### src/rtl/alu_accumulator_ctrl_if.sv
// Command handshake bundle for alu_accumulator_ctrl: a producer drives the command fields,
// the controller answers with cmd_ready.
interface alu_accumulator_ctrl_if #(
  parameter int WIDTH = 4,
  parameter int REP_W = 2
);
  logic             cmd_valid;
  logic             cmd_ready;
  logic             cmd_load;
  logic [3:0]       cmd_op;
  logic [WIDTH-1:0] cmd_b;
  logic             cmd_cin;
  logic [REP_W-1:0] cmd_rep;

  modport master (
    output cmd_valid, cmd_load, cmd_op, cmd_b, cmd_cin, cmd_rep,
    input  cmd_ready
  );

  modport slave (
    input  cmd_valid, cmd_load, cmd_op, cmd_b, cmd_cin, cmd_rep,
    output cmd_ready
  );
endinterface

### src/rtl/alu_accumulator_ctrl.sv
// Accumulator/sequencer around an external combinational ALU: latches a command, feeds the
// accumulator back as operand A for cmd_rep+1 cycles, then pulses done.
module alu_accumulator_ctrl #(
  parameter int WIDTH = 4,
  parameter int REP_W = 2
) (
  input  logic                    clk,
  input  logic                    rst,
  alu_accumulator_ctrl_if.slave   cmd,
  output logic                    alu_sel0,
  output logic                    alu_sel1,
  output logic                    alu_sel2,
  output logic                    alu_sel3,
  output logic [WIDTH-1:0]        alu_a,
  output logic [WIDTH-1:0]        alu_b,
  output logic                    alu_cin,
  input  logic [WIDTH-1:0]        alu_f,
  input  logic                    alu_cout,
  output logic [WIDTH-1:0]        acc,
  output logic                    flag_c,
  output logic                    flag_z,
  output logic                    done
);

  typedef enum logic [1:0] {
    IDLE = 2'd0,
    EXEC = 2'd1,
    DONE = 2'd2
  } state_t;

  state_t           state;
  logic [3:0]       op_q;
  logic [WIDTH-1:0] b_q;
  logic             cin_q;
  logic [REP_W-1:0] rep_q;
  logic [REP_W-1:0] cnt;

  assign cmd.cmd_ready = (state == IDLE);

  assign {alu_sel3, alu_sel2, alu_sel1, alu_sel0} = op_q;
  assign alu_a   = acc;
  assign alu_b   = b_q;
  assign alu_cin = cin_q;

  // cnt is compared before incrementing, so rep=all-ones runs 2**REP_W times without wrapping
  always_ff @(posedge clk or posedge rst) begin
    if (rst) begin
      state  <= IDLE;
      op_q   <= '0;
      b_q    <= '0;
      cin_q  <= 1'b0;
      rep_q  <= '0;
      cnt    <= '0;
      acc    <= '0;
      flag_c <= 1'b0;
      flag_z <= 1'b0;
      done   <= 1'b0;
    end else begin
      case (state)
        IDLE: begin
          done <= 1'b0;
          if (cmd.cmd_valid) begin
            op_q  <= cmd.cmd_op;
            b_q   <= cmd.cmd_b;
            cin_q <= cmd.cmd_cin;
            rep_q <= cmd.cmd_rep;
            cnt   <= '0;
            if (cmd.cmd_load) begin
              acc    <= cmd.cmd_b;
              flag_z <= (cmd.cmd_b == '0);
              done   <= 1'b1;
              state  <= DONE;
            end else begin
              state  <= EXEC;
            end
          end
        end
        EXEC: begin
          acc    <= alu_f;
          flag_z <= (alu_f == '0);
          if (op_q[3:2] == 2'b00) begin
            flag_c <= alu_cout;
          end
          if (cnt == rep_q) begin
            done  <= 1'b1;
            state <= DONE;
          end else begin
            cnt   <= cnt + REP_W'(1);
          end
        end
        DONE: begin
          done  <= 1'b0;
          state <= IDLE;
        end
        default: begin
          done  <= 1'b0;
          state <= IDLE;
        end
      endcase
    end
  end

endmodule

### src/flat_wrapper.sv
// flat-port wrapper written by rule: the top's interface ports become plain ports
module alu_accumulator_ctrl_flat 
#(
  parameter int WIDTH = 4,
  parameter int REP_W = 2
)
  (clk, rst, alu_sel0, alu_sel1, alu_sel2, alu_sel3, alu_a, alu_b, alu_cin, alu_f, alu_cout, acc, flag_c, flag_z, done, cmd_cmd_valid, cmd_cmd_load, cmd_cmd_op, cmd_cmd_b, cmd_cmd_cin, cmd_cmd_rep, cmd_cmd_ready);
  alu_accumulator_ctrl_if #(.WIDTH(WIDTH), .REP_W(REP_W)) cmd_i ();
  input  logic clk;
  input  logic rst;
  output logic alu_sel0;
  output logic alu_sel1;
  output logic alu_sel2;
  output logic alu_sel3;
  output logic [WIDTH-1:0] alu_a;
  output logic [WIDTH-1:0] alu_b;
  output logic alu_cin;
  input  logic [WIDTH-1:0] alu_f;
  input  logic alu_cout;
  output logic [WIDTH-1:0] acc;
  output logic flag_c;
  output logic flag_z;
  output logic done;
  input wire logic [$bits(cmd_i.cmd_valid)-1:0] cmd_cmd_valid;
  input wire logic [$bits(cmd_i.cmd_load)-1:0] cmd_cmd_load;
  input wire logic [$bits(cmd_i.cmd_op)-1:0] cmd_cmd_op;
  input wire logic [$bits(cmd_i.cmd_b)-1:0] cmd_cmd_b;
  input wire logic [$bits(cmd_i.cmd_cin)-1:0] cmd_cmd_cin;
  input wire logic [$bits(cmd_i.cmd_rep)-1:0] cmd_cmd_rep;
  output wire logic [$bits(cmd_i.cmd_ready)-1:0] cmd_cmd_ready;
  assign cmd_i.cmd_valid = cmd_cmd_valid;
  assign cmd_i.cmd_load = cmd_cmd_load;
  assign cmd_i.cmd_op = cmd_cmd_op;
  assign cmd_i.cmd_b = cmd_cmd_b;
  assign cmd_i.cmd_cin = cmd_cmd_cin;
  assign cmd_i.cmd_rep = cmd_cmd_rep;
  assign cmd_cmd_ready = cmd_i.cmd_ready;
  alu_accumulator_ctrl #(.WIDTH(WIDTH), .REP_W(REP_W)) u_core (.clk(clk), .rst(rst), .cmd(cmd_i), .alu_sel0(alu_sel0), .alu_sel1(alu_sel1), .alu_sel2(alu_sel2), .alu_sel3(alu_sel3), .alu_a(alu_a), .alu_b(alu_b), .alu_cin(alu_cin), .alu_f(alu_f), .alu_cout(alu_cout), .acc(acc), .flag_c(flag_c), .flag_z(flag_z), .done(done));
endmodule
### config.mk
export PLATFORM = sky130hd
export DESIGN_NAME = alu_accumulator_ctrl_flat
export DESIGN_NICKNAME = d
export VERILOG_FILES = /design/src/rtl/alu_accumulator_ctrl_if.sv /design/src/rtl/alu_accumulator_ctrl.sv /design/src/flat_wrapper.sv
export SDC_FILE = /design/constraint.sdc
export NUM_CORES = 1
export LEC_CHECK = 0
export CORE_MARGIN = 1
export CORE_UTILIZATION = 45
export DETAILED_ROUTE_END_ITERATION = 10
export PLACE_DENSITY = 0.79
export SLEW_MARGIN = 15
export SYNTH_ARGS = -nofsm -noshare
export SYNTH_HDL_FRONTEND = slang
export SYNTH_SLANG_ARGS = --single-unit
### constraint.sdc
create_clock -name clk -period 2.08 [get_ports clk]
set_input_delay 0.208 -clock clk [delete_from_list [all_inputs] [get_ports clk]]
set_output_delay 0.208 -clock clk [all_outputs]
set_load 0.01 [all_outputs]
-- After elaboration in Yosys (flattened, before gate mapping)
Index checks and enable logic that the tools add are counted.
- flip-flop bits (word level): 22
- input port bits: 20
- logic and storage cells: 44
- add/subtract/negate cells: 1
- equal/unequal tests: 6
- multiplexer cells: 17
- reductions and logical operators: 10
- operator list (kind ; count):
    2-bit two-way mux ; 5
    4-bit logical NOT ; 2
    4-bit two-way mux ; 2
    2-bit one-hot mux with 2 select lines ; 2
    4-bit one-hot mux with 2 select lines ; 1
    2-bit != test (second input constant) ; 3
    2-bit AND reduction ; 3
    3-bit AND reduction ; 2
    1-bit two-way mux ; 5
    2-bit logical NOT ; 2
    1-bit one-hot mux with 2 select lines ; 2
    2-bit by 1-bit adder with 2-bit output (second input constant) ; 1
    2-bit by 1-bit equality test with 1-bit output (second input constant) ; 1
    2-bit equality test ; 1
    2-bit by 1-bit != test with 1-bit output (second input constant) ; 1
    2-bit nonzero test ; 1

-- Logic depth before layout (Yosys ltp)
Gate-level depths: netlist of run 1.
- depth in word-level cells: 4
- gate-level depth with buffers: 5
- mapped depth without buffers: 3

-- Least setup slack after synthesis of run 1
No wires, ideal clock.
- path type: flip-flop to flip-flop
- start point: reg u_core.state[0]
- end point: reg u_core.b_q[0] (netlist: u_core.alu_b[0])
- setup time: 125 ps
- data arrival time: 1278 ps
- required time: 1955 ps
- slack: 677 ps
- cell stages (with the launch flop): 5
- buffers on the path: 2
- period minus slack after synthesis: 1403 ps
- path through: dfrtp_1 > or3b_1 > buf_6 > buf_12 > mux2_4
- word-level cells in the longest chain between the ends: 2
- ends and longest elaborated chain (item ; line ; source):
    start, declared ; alu_accumulator_ctrl.sv:31 ; state_t state;
    start signal, assigned ; alu_accumulator_ctrl.sv:48 ; state <= IDLE;
    start signal, assigned ; alu_accumulator_ctrl.sv:72 ; state <= DONE;
    start signal, assigned ; alu_accumulator_ctrl.sv:74 ; state <= EXEC;
    2-bit logical NOT ; alu_accumulator_ctrl.sv:59 ; case (state)
    2-bit AND reduction (no line) ; -- ;
    end signal, assigned ; alu_accumulator_ctrl.sv:64 ; b_q <= cmd.cmd_b;
    end, declared ; alu_accumulator_ctrl.sv:33 ; logic [WIDTH-1:0] b_q;
Every way passes these cells.
A chain may end at the register's enable or synchronous reset.

-- Worst setup path after layout of run 1
- start point: reg u_core.state[0]
- end point: reg u_core.b_q[1] (netlist: u_core.alu_b[1])
Same word-level chain as after synthesis.

==> results of run 1 <==
## critical path, delay by kind of cell (launching register included)
kind	cells	cell delay (ns)
simple gates	1	0.71
flops	1	0.54
mux	1	0.40
## worst max-delay path by stage
stage / start / endpoint / slack, ns / cells past startpoint
after CTS: u_core.state[0]$_DFFE_PP0P_ / cmd_cmd_ready / 0.30 / 2
final: u_core.state[0]$_DFFE_PP0P_ / u_core.alu_b[1]$_DFFE_PP0P_ / 0.32 / 2
after detailed placement: cmd_cmd_valid / u_core.alu_b[1]$_DFFE_PP0P_ / 0.17 / 3
after global routing: u_core.state[1]$_DFFE_PP0P_ / u_core.alu_b[1]$_DFFE_PP0P_ / 0.25 / 2
after floorplan: u_core.state[0]$_DFFE_PP0P_ / u_core.alu_b[0]$_DFFE_PP0P_ / 0.68 / 4
after global placement: cmd_cmd_valid / u_core.rep_q[1]$_DFFE_PP0P_ / 0.20 / 3
## power by group
part	internal [mW]	leakage [nW]	switching [mW]
Clock	0.0675	0.0138	0.119
Sequential	0.635	0.267	0.194
Combinational	0.678	0.338	0.401
## registers in the layout, summed over array words and instances, names as in the netlist
name	cells
u_core.acc	4
u_core.alu_b	4
u_core.op_q	4
u_core.cnt	2
u_core.rep_q	2
u_core.state	2
u_core.alu_cin	1
u_core.done	1
u_core.flag_c	1
u_core.flag_z	1
## Yosys cell counts
library cell	count
and3b_2	1
o32a_1	1
buf_6	1
o2bb2ai_1	4
mux2_2	5
inv_1	2
mux2i_1	2
a22oi_1	4
mux2_4	7
xnor2_1	2
nor4_1	1
xor2_1	2
nand2b_1	1
nor3b_1	1
buf_4	4
buf_12	1
nor2_1	3
or2_0	1
nor2b_1	1
or4_1	1
a21oi_1	1
or3b_1	1
o211ai_1	1
nand2_1	3
a31oi_1	3
buf_2	2
dfrtp_1	22
o21ai_0	2
## final cells by class
type	count	area, µm²
Clock buffer	3	22.52
Fill cell	178	753.2
Inverter	2	7.507
Multi-Input combinational cell	48	414.1
Sequential cell	22	550.5
Tap cell	28	35.03
Timing Repair Buffer	41	407.9
## through the flow
| step | std cells | util, % | setup WS, ns |
|---|---|---|---|
| CTS | 144 | 65.62 | 0.3028 |
| global placement | 141 | 64.59 | 0.1997 |
| finish | 144 | 65.62 | 0.3229 |
| detailed placement | 141 | 64.59 | 0.1712 |
| global route | 144 | 65.62 | 0.2465 |
| floorplan | 80 | - | 0.6774 |
## kinds of logic (layout without fill, tap and decap cells)
family	after synthesis	in the layout	share of synthesized area, %
flops	22	22	52.76
xor+xnor	4	4	3.358
mux	14	14	17.39
compound gates	16	16	11.15
buf+inv	10	46	7.554
simple gates	14	14	7.796
## metal layers
metal | vias to the layer above | GRT usage (%) | routed length (µm)
li1 | 356 | - | -
met2 | 20 | 31.11 | 1046
met1 | 361 | 23.12 | 965
met3 | 2 | 3.030 | 95
met5 | - | 0 | 0
met4 | 0 | 8.571 | 15
==> run metrics, run 1 <==
CTS clk-pin slew, worst paths=0.11 ns; Core Area=2191 µm²; minimum clock period=1.757 ns; fmax=0.5691 GHz; GR Overflow Total=0; Worst Hold Class=input pin to async pin; Max Slew Vio Count=0; clock skew=0.003266 ns; final period utilization=84.48%; slowest stage delay, CP=about 0.71 ns; cells after synthesis=80; antenna violation net count after detailed routing=0; post-CTS sizing=0; Max-slew headroom=roughly 54%; Yosys top cell area share=a little over half; die height=50.16 µm; worst reg2reg path startpoint=u_core.state[0]$_DFFE_PP0P_; die width=50.16 µm; placed cell areas=approximately 1400 µm²; slowest CP cell=or3b_1; Final setup viols=0; final instance area=1438 µm²; DR pass1 iterations=4; max cap viols=0; worst skew pair latency=around 0.3 ns; GR Util All Layers=roughly 19%; port buffer count=40; clk buf depth=2; Post-CTS Hold Fix Bufs=0; Final Hold Fails=0; synth unique cells=28; hpwl dp=1603 µm; crit end category=flip-flop; Critical Path Source Type=flip-flop; FP Rows=17; NumNets Final=about 140; TNS Setup=0 ns; Residual DRC=0; largest net degree at the start of global routing=23; syn avg cell area=13.04 µm²; DIE AREA=2516 µm²; CP Cell Sequence=or3b_1 -> mux2_4; placer congestion estimate=approximately 0.8; commonest non-fill, non-tap cell in the layout=clkdlybuf4s50_1; vias in the first global route=727; critical path arrival=1.95 ns; reg2reg end=u_core.alu_b[1]$_DFFE_PP0P_; R2R depth=2; Min Hold Slack=0.2371 ns; total number of yosys warnings=0; Power Total=about 2.1 mW; CTS tree=yes; reg-to-reg slack, setup=0.32 ns; Critical Path RT=2.27 ns; post-CTS setup buffers=0; H-tree Lvls=1; initial cell density of the core=between 40% and 50%; unrepaired setup endpoints after global routing=false; Pleak=about 0.62 nW; status=finished, final reports clean; io pins=41; mapped cell area=1044 µm²; CP Class=flip-flop to flip-flop; critical path fanouts, max=14; sequential area share after synthesis=a little over half; first-pass GRT wire length=3374 µm; initial antenna violation count=0; ranking of synthesized cells by area=dfrtp_1 53%, mux2_4 10%, mux2_2 5.4%, o2bb2ai_1 3.4%, a22oi_1 2.9%; initial drt markers=10; most frequent cells in the layout=40 x clkdlybuf4s50_1, 22 x dfrtp_1, 7 x mux2_4; vias post-DR=739; post-synth net total=100; area leader, netlist=dfrtp_1; # clock sinks=22; pwr dens=1458 nW/µm²; worst vdd ir=0.8401 mV; share of layout cells above drive strength 1=14.66%; CTS Buf Count=3; clk root buf=clkbuf_4; vias per cell=5.132; ant diodes=0; total routed wirelength=2123 µm; routed length per instance=14.74 µm; P&R area growth vs syn=37.77%; worst slew pin tran=a little under 0.7 ns; number of synthesized register bits=22
Note: power is estimated with default switching activity, not from simulation.
==> run 2, diff against run 1 <==
--- a/config.mk
+++ b/config.mk
@@ -6,9 +6,9 @@
 export NUM_CORES = 1
 export LEC_CHECK = 0
 export CORE_MARGIN = 1
-export CORE_UTILIZATION = 45
+export CORE_UTILIZATION = 38
 export DETAILED_ROUTE_END_ITERATION = 10
-export PLACE_DENSITY = 0.79
+export PLACE_DENSITY = 0.71
 export SLEW_MARGIN = 15
 export SYNTH_ARGS = -nofsm -noshare
 export SYNTH_HDL_FRONTEND = slang
==> constraint.sdc (replaced) <==
create_clock -name clk -period 1.45 [get_ports clk]
set_input_delay 0.145 -clock clk [delete_from_list [all_inputs] [get_ports clk]]
set_output_delay 0.145 -clock clk [all_outputs]
set_load 0.01 [all_outputs]
==> run metrics, run 2 (synthesis results as in run 1) <==
share of layout cells above drive strength 1=between 20 and 25%; io pins=41; DR pass1 iterations=4; worst vdd ir=1.351 mV; initial drt markers=14; antenna violation net count after detailed routing=0; vias in the first global route=806; placer congestion estimate=0.7882; vias post-DR=801; max cap viols=0; reg2reg end=u_core.alu_b[1]$_DFFE_PP0P_; NumNets Final=149; crit end category=flip-flop; Worst Hold Class=input pin to async pin; H-tree Lvls=1; CTS Buf Count=3; CTS clk-pin slew, worst paths=approximately 0.12 ns; critical path arrival=between 1.5 and 2 ns; final period utilization=103.1%; FP Rows=18; fmax=0.6688 GHz; clk root buf=clkbuf_4; Core Area=about 2500 µm²; CP Class=flip-flop to flip-flop; worst setup path start=u_core.state[1]$_DFFE_PP0P_; die width=approximately 54 µm; Residual DRC=0; vias per cell=5.070; Power Total=3.372 mW; GR Overflow Total=0; Final Hold Fails=0; Pleak=about 0.7 nW; Post-CTS Hold Fix Bufs=0; unrepaired setup endpoints after global routing=true; Max Slew Vio Count=0; initial antenna violation count=0; routed length per instance=13.64 µm; commonest non-fill, non-tap cell in the layout=clkdlybuf4s50_1; total routed wirelength=about 2200 µm; Non-Filler Instances=158; worst slew pin tran=0.3142 ns; worst skew pair latency=0.30 ns; # clock sinks=22; P&R area growth vs syn=51.80%; GR Util All Layers=16.61%; hpwl dp=~1600 µm; slowest stage delay, CP=0.41 ns; Max-slew headroom=approximately 80%; status=finished with violations; pwr dens=2129 nW/µm²; Placed Instances=151; minimum clock period=around 1.5 ns; ant diodes=0; Min Hold Slack=0.1511 ns; initial cell density of the core=41.00%; crit path to=u_core.alu_b[1]$_DFFE_PP0P_; clk buf depth=2; largest net degree at the start of global routing=23; Critical Path Source Type=flip-flop; most frequent cells in the layout=39 x clkdlybuf4s50_1, 22 x dfrtp_1, 9 x buf_4; die height=roughly 54 µm; port buffer count=40; CTS tree=yes; worst reg2reg path startpoint=u_core.state[1]$_DFFE_PP0P_; clock skew=around 0.0047 ns; reg-to-reg slack, setup=-0.05 ns; slowest CP cell=dfrtp_1; R2R depth=4; failing checks=setup timing; Final setup viols=11; critical path fanouts, max=7; worst setup margin=-0.04525 ns; DIE AREA=slightly below 3000 µm²; first-pass GRT wire length=3443 µm; CP Cell Sequence=buf_6 -> or3b_4 -> buf_12 -> mux2_4; Critical Path RT=1.65 ns
-- run 2: cell count changes in the layout (fill, tap and decap cells not counted), sizes merged --
cell / before / now
buf: 1 / 11
bufinv: 0 / 1
clkbuf: 3 / 5
clkdlybuf4s50: 40 / 39
-- run 2: through the flow --
stage | cell area, µm² | setup TNS, ns | utilization, % | setup slack (ns)
4_1_cts | 1540 | -0.3726 | 60.52 | -0.04791
6_report | 1584 | -0.3513 | 62.24 | -0.04525
3_5_place_dp | 1478 | -1.722 | 58.06 | -0.1567
3_3_place_gp | 1478 | -1.442 | 58.06 | -0.1314
5_1_grt | 1584 | -0.4793 | 62.24 | -0.06800
2_1_floorplan | 1044 | 0 | - | 0.04736
-- run 2: final cells by class --
type / instances / area (µm²)
clock inverters: 1 / 30.03
clock buffers: 3 / 22.52
inverters: 2 / 7.507
fillers: 212 / 960.9
flip-flops and latches: 22 / 550.5
well taps: 30 / 37.54
repair buffers: 52 / 519.2
multi-input cells: 48 / 416.7
-- run 2: critical path: cells and delay by family (launching register included) --
| kind | cells | cell delay [ns] |
|---|---|---|
| DFF | 1 | 0.41 |
| and+or+nand+nor | 1 | 0.41 |
| muxes | 1 | 0.29 |
| buffers and inverters | 2 | 0.28 |
-- run 2: worst min-delay path by stage --
stage	slack, ns	end	start
after floorplan	0.13	u_core.acc[0]$_DFFE_PP0P_	rst
after global placement	0.48	u_core.state[1]$_DFFE_PP0P_	u_core.state[1]$_DFFE_PP0P_
after detailed placement	0.48	u_core.state[1]$_DFFE_PP0P_	u_core.state[1]$_DFFE_PP0P_
after CTS	0.16	u_core.op_q[0]$_DFFE_PP0P_	rst
after global routing	0.20	u_core.alu_cin$_DFFE_PP0P_	rst
final	0.15	u_core.alu_cin$_DFFE_PP0P_	rst
-- run 2: repair_timing --
action | in CTS | in global routing
cloned | 0 | 1
setup buffers | 1 | 1
pin swaps | 0 | 1
setup endpoints to repair | 1 | 12
gates resized for setup | 2 | 6
-- run 2: power breakdown --
part / switching [mW] / internal (mW) / total (mW) / leakage (nW)
Combinational: 0.662 / 1.12 / 1.78 / 0.407
Sequential: 0.218 / 0.912 / 1.13 / 0.267
Clock: 0.182 / 0.279 / 0.461 / 0.0279
-- run 2: per-layer routing --
metal | routed length (µm) | GRT usage [%] | share of wire [%]
met3 | 89 | 3.889 | 4.1
met5 | 0 | 0 | 0
met4 | 21 | 6.410 | 0.97
met2 | 1154 | 27.44 | 54
met1 | 890 | 20.83 | 41
